$ cat src/rtl/pc_sequencer.sv
// Program counter sequencer for the fetch stage: sequential fetch, branch/jump
// redirects with a fixed bubble window, and a saturating redirect counter.
module pc_sequencer #(
  parameter logic [15:0] RESET_PC     = 16'h0000,
  parameter int unsigned FLUSH_CYCLES = 2
) (
  input  logic        clk,
  input  logic        rst,
  input  logic        br_valid,
  input  logic [1:0]  BS,
  input  logic        PS,
  input  logic        Z,
  input  logic [31:0] BrA,
  input  logic [31:0] RAA,
  input  logic        stall,
  input  logic        imem_ready,
  output logic [15:0] pc,
  output logic        imem_req,
  output logic        fetch_valid,
  output logic        flush,
  output logic [7:0]  redirect_cnt
);

  localparam int unsigned PC_W   = 16;
  localparam int unsigned BCNT_W = 3;
  localparam int unsigned CNT_W  = 8;

  typedef enum logic [1:0] {
    S_IDLE  = 2'd0,
    S_FETCH = 2'd1,
    S_FLUSH = 2'd2
  } state_t;

  state_t              r_state;
  state_t              w_state_nxt;
  logic [PC_W-1:0]     r_pc;
  logic [PC_W-1:0]     w_pc_nxt;
  logic [BCNT_W-1:0]   r_bcnt;
  logic [BCNT_W-1:0]   w_bcnt_nxt;
  logic [CNT_W-1:0]    r_cnt;
  logic [CNT_W-1:0]    w_cnt_nxt;
  logic                w_redirect;
  logic [PC_W-1:0]     w_target;
  logic                w_unused_bits;

  assign w_unused_bits = ^{BrA[31:16], RAA[31:16]};

  // Taken-branch decode from the execute stage
  always_comb begin
    w_redirect = 1'b0;
    w_target   = BrA[PC_W-1:0];
    if (br_valid) begin
      unique case (BS)
        2'd1:    w_redirect = (Z != PS);
        2'd2:    begin w_redirect = 1'b1; w_target = RAA[PC_W-1:0]; end
        2'd3:    w_redirect = 1'b1;
        default: w_redirect = 1'b0;
      endcase
    end
  end

  // Next-state and output logic; redirect overrides stall and any state
  always_comb begin
    w_state_nxt = r_state;
    w_pc_nxt    = r_pc;
    w_bcnt_nxt  = r_bcnt;
    w_cnt_nxt   = r_cnt;
    imem_req    = 1'b0;
    fetch_valid = 1'b0;
    flush       = 1'b0;

    unique case (r_state)
      S_IDLE: w_state_nxt = S_FETCH;
      S_FETCH: begin
        imem_req = 1'b1;
        if (imem_ready && !stall) begin
          fetch_valid = 1'b1;
          w_pc_nxt    = r_pc + PC_W'(1);
        end
      end
      S_FLUSH: begin
        flush = 1'b1;
        if (r_bcnt == '0) w_state_nxt = S_FETCH;
        else              w_bcnt_nxt  = r_bcnt - BCNT_W'(1);
      end
      default: w_state_nxt = S_IDLE;
    endcase

    if (w_redirect) begin
      w_pc_nxt    = w_target;
      w_state_nxt = S_FLUSH;
      w_bcnt_nxt  = BCNT_W'(FLUSH_CYCLES - 1);
      flush       = 1'b1;
      fetch_valid = 1'b0;
      if (r_cnt != {CNT_W{1'b1}}) w_cnt_nxt = r_cnt + CNT_W'(1);
    end

    // Outputs read as reset values for the whole time reset is held
    if (rst) begin
      imem_req    = 1'b0;
      fetch_valid = 1'b0;
      flush       = 1'b0;
    end
  end

  always_ff @(posedge clk or posedge rst) begin
    if (rst) begin
      r_state <= S_IDLE;
      r_pc    <= RESET_PC;
      r_bcnt  <= '0;
      r_cnt   <= '0;
    end else begin
      r_state <= w_state_nxt;
      r_pc    <= w_pc_nxt;
      r_bcnt  <= w_bcnt_nxt;
      r_cnt   <= w_cnt_nxt;
    end
  end

  assign pc           = r_pc;
  assign redirect_cnt = r_cnt;

endmodule

$ cat config.mk
export PLATFORM = sky130hd
export DESIGN_NAME = pc_sequencer
export DESIGN_NICKNAME = d
export VERILOG_FILES = /design/src/rtl/pc_sequencer.sv
export SDC_FILE = /design/constraint.sdc
export NUM_CORES = 1
export LEC_CHECK = 0
export CAP_MARGIN = 20
export CORE_ASPECT_RATIO = 1.25
export CORE_MARGIN = 4
export CORE_UTILIZATION = 39
export DETAILED_ROUTE_END_ITERATION = 12
export PLACE_DENSITY = 0.92
export SETUP_SLACK_MARGIN = 0.15
export SLEW_MARGIN = 5
export SYNTH_ARGS = -nofsm -noshare
export SYNTH_HDL_FRONTEND = slang
export SYNTH_SLANG_ARGS = --single-unit
$ cat constraint.sdc
create_clock -name clk -period 2.05 [get_ports clk]
set_input_delay 0.41 -clock clk [delete_from_list [all_inputs] [get_ports clk]]
set_output_delay 0.41 -clock clk [all_outputs]
set_load 0.02 [all_outputs]
==> summary.txt <==
Status
  – Status: finished, final reports clean

Timing
  – Final hold slack: 535 ps
  – Final worst-path cycle share: 90.9%
  – Final Hold Fails: 0
  – Worst rel slew slack: 73.8%
  – Final setup fails: 0
  – Worst Tran Pin Value: 390 ps
  – Worst setup margin: 187 ps
  – Fin crit period: 1860 ps
  – Clock Skew: 9.07 ps
  – Unrepaired setup endpoints after global routing: true
  – Slew Viols, Final: 0
  – Peak Freq: 537 MHz

Routing
  – ANT nets after route: 0
  – Routed length per instance: 16.0 um
  – Total wire length: 5320 um
  – # DRC: 0
  – Vias/cell: 5.45
  – Vias: 1,811
  – Drt pass-1 iters: 4
  – Iteration-0 DRC Markers: 123

Pwr
  – Pleak: 1.24 nW
  – Clk pwr share: 18.2%
  – Sw frac: 39.3%
  – Cell area power density: 894 nW/um^2
  – Peak VDD IR: 577 uV
  – Internal power: 1.55 mW
  – Seq pwr share: 37.8%
  – Combinational power share: 44.0%
  – NetSw: 1.01 mW

Min path
  – Hold Path Depth: 1
  – Hold Crit Endpoint: redirect_cnt[7]$_DFFE_PP0P_
  – Worst min-delay path class: register to register
  – Hold Path Origin: redirect_cnt[7]$_DFFE_PP0P_

Clock tree
  – Clk slew on worst S/H paths: 70 ps
  – CTS tree: done
  – CTS max path bufs: 2
  – H-tree depth: 2
  – Clock Sink Count: 29
  – Clk_lat worst skew: 290 ps
  – CTS Buf Count: 5
  – CTS Root Buffer Type: clkbuf_8

Logic synthesis
  – Netlist cell types: 46
  – Syn nets: 259
  – FFs w/ async S/R, synth: 100%
  – Flops & latches, synth: 29
  – Top FF cell, synth: dfrtp_1
  – Synthesized area: 1840 um^2
  – Yosys Warn Count: 0
  – Syn Inst Count: 182
  – Syn_area_per_cell: 10.1 um^2
  – Post-synth EDFFs: 0
  – Register area share after synthesis: 39.4%

Global routing
  – Initial antenna violation count: 0
  – Pin count of the biggest net entering global routing: 19
  – GRT Total Usage: 18.6%
  – Gr ovfl total: 0
  – Vias in the first global route: 1,890
  – First-pass GRT wire length: 8830 um

Place
  – DP HPWL: 4030 um
  – Dpl cell area: 2740 um^2
  – RePlAce Congestion: 0.819
  – PortBufs: 67
  – Setup WS pre-CTS: -583 ps

Setup path
  – R2R cell count: 5
  – CP required: 1640 ps
  – Worst R2R Start: r_state[1]$_DFFE_PP0P_
  – Max FO, Critical Path: 4
  – Worst r2r dst: pc[14]$_DFFE_PP0P_
  – Setup Crit Path Kind: primary input to output pin
  – Arrival time at the worst endpoint: 1450 ps
  – Crit path launch type: primary input
  – CP peak stage delay: 500 ps
  – Cell with the largest stage delay on the worst path: clkdlybuf4s50_1
  – Crit end category: output pin
  – Crit-path cells: clkdlybuf4s50_1, inv_2, nor2_4, nor3_4, buf_4
  – Internal reg-to-reg setup slack: 260 ps

Die
  – Num ports: 100
  – Core box area: 4490 um^2
  – Row count: 27
  – Die height: 84.8 um
  – Initial Util: 41.0%
  – Die X: 69.5 um
  – Die area: 5890 um^2

Layout
  – Final instance area: 2860 um^2
  – Multi-input gate area: 1120 um^2
  – Seq. cell area: 726 um^2
  – Diodes inserted: 0
  – Layout Nets: 350
  – Fillers: 377
  – Share of cells above drive strength 1: 18.2%
  – Area delta synth->final: 55.5%

Flow run
  – Max-cap violations: 0
==> stage by stage <==
step / utilization, % / power, mW / cells / TNS (ps)
after global routing: 63.7 / 2.72 / 332 / 0
after CTS: 63.4 / 2.57 / 331 / 0
final: 63.7 / 2.56 / 332 / 0
after global placement: 61.0 / 2.01 / 322 / -1800
after floorplan: - / 1.54 / 182 / 0
after detailed placement: 61.0 / 2.07 / 322 / -2170
==> power by group through the flow <==
stage | registers, mW | logic, mW | clock network [mW]
4_1_cts | 0.962 | 1.13 | 0.474
3_3_place_gp | 0.948 | 1.07 | 0
3_5_place_dp | 0.963 | 1.10 | 0
2_1_floorplan | 1.08 | 0.462 | 0
6_report | 0.969 | 1.13 | 0.466
5_1_grt | 0.998 | 1.22 | 0.501
==> cell usage after synthesis (2+ instances only) <==
| library cell | number | share of area (%) |
|---|---|---|
| dfrtp_1 | 29 | 39 |
| mux2i_1 | 27 | 15 |
| nand2_1 | 12 | 2.4 |
| xnor2_1 | 8 | 3.8 |
| xor2_1 | 8 | 3.8 |
| inv_1 | 7 | 1.4 |
| nand3_1 | 7 | 1.9 |
| nor2_1 | 7 | 1.4 |
| nor3_1 | 6 | 1.6 |
| nor4_1 | 6 | 2.0 |
| a31oi_1 | 5 | 1.7 |
| a22oi_1 | 4 | 1.6 |
| ha_1 | 4 | 2.7 |
| o21ai_0 | 4 | 1.1 |
| a21oi_1 | 3 | 0.81 |
| buf_2 | 3 | 0.81 |
| mux2_2 | 3 | 1.8 |
| nand4_1 | 3 | 1.0 |
| o211ai_1 | 3 | 1.2 |
| a211oi_1 | 2 | 0.81 |
| and3_1 | 2 | 0.68 |
| and4_1 | 2 | 0.95 |
| clkbuf_1 | 2 | 0.41 |
| nand2b_1 | 2 | 0.68 |
| or3_1 | 2 | 0.68 |
==> state kept, by name, summed over array words and instances (netlist names) <==
| name | cells |
|---|---|
| redirect_cnt | 8 |
| r_bcnt | 3 |
| r_state | 2 |
| pc | 16 |
==> routing by layer <==
layer,vias to the layer above,global-route usage [%],part of all wire [%]
li1,859,-,-
met1,873,20.3,39
met2,71,33.3,51
met3,8,6.87,7.8
met4,0,5.51,1.6
met5,-,0,0
==> cells in the final DEF (no fill, tap or decap), types with 5 or more instances in the layout <==
cell | Yosys | layout
nor2_1 | 7 | 7
nand2_1 | 12 | 11
mux2i_1 | 27 | 27
xor2_1 | 8 | 7
clkdlybuf4s50_1 | 0 | 59
nor4_1 | 6 | 6
clkbuf_8 | 0 | 5
inv_1 | 7 | 7
dfrtp_1 | 29 | 29
buf_4 | 0 | 23
a31oi_1 | 5 | 5
nand3_1 | 7 | 7
xnor2_1 | 8 | 8
==> worst max-delay path by stage <==
stage | start | endpoint | slack [ps]
2_1_floorplan | BS[0] | fetch_valid | 230
3_3_place_gp | PS | flush | -590
3_5_place_dp | PS | flush | -580
4_1_cts | PS | flush | 150
5_1_grt | PS | flush | 120
6_report | br_valid | fetch_valid | 190
==> final cells by class <==
type / count / area share (%)
multi-input cells: 140 / 39.0
repair buffers: 89 / 29.1
flip-flops and latches: 29 / 25.3
well taps: 58 / 2.53
clock buffers: 5 / 2.40
inverters: 8 / 1.05
clock inverters: 3 / 0.612
==> worst max-delay path: cells and delay by family <==
kind	cells	cell delay, ps
and+or+nand+nor	2	240
buffers and inverters	3	790
==> cells by family (layout without fill, tap and decap cells) <==
kind of cell	Yosys count	count (layout)	share of synthesized area (%)
DFF	29	29	39.4
and+or+nand+nor	61	61	19.8
buffers and inverters	13	105	2.85
AOI/OAI and AO/OA	29	29	11.1
muxes	30	30	16.5
xor gates and xnor gates	16	16	7.61
adders and majority gates	4	4	2.72
==> timing repair <==
| action | in CTS | in global routing |
|---|---|---|
| setup buffers | 1 | 1 |
| setup endpoints to repair | 6 | 6 |
| pin swaps | 3 | 4 |
| gates resized for setup | 24 | 2 |
| hold buffers | 0 | 0 |
(Power assumes the default switching activity.)
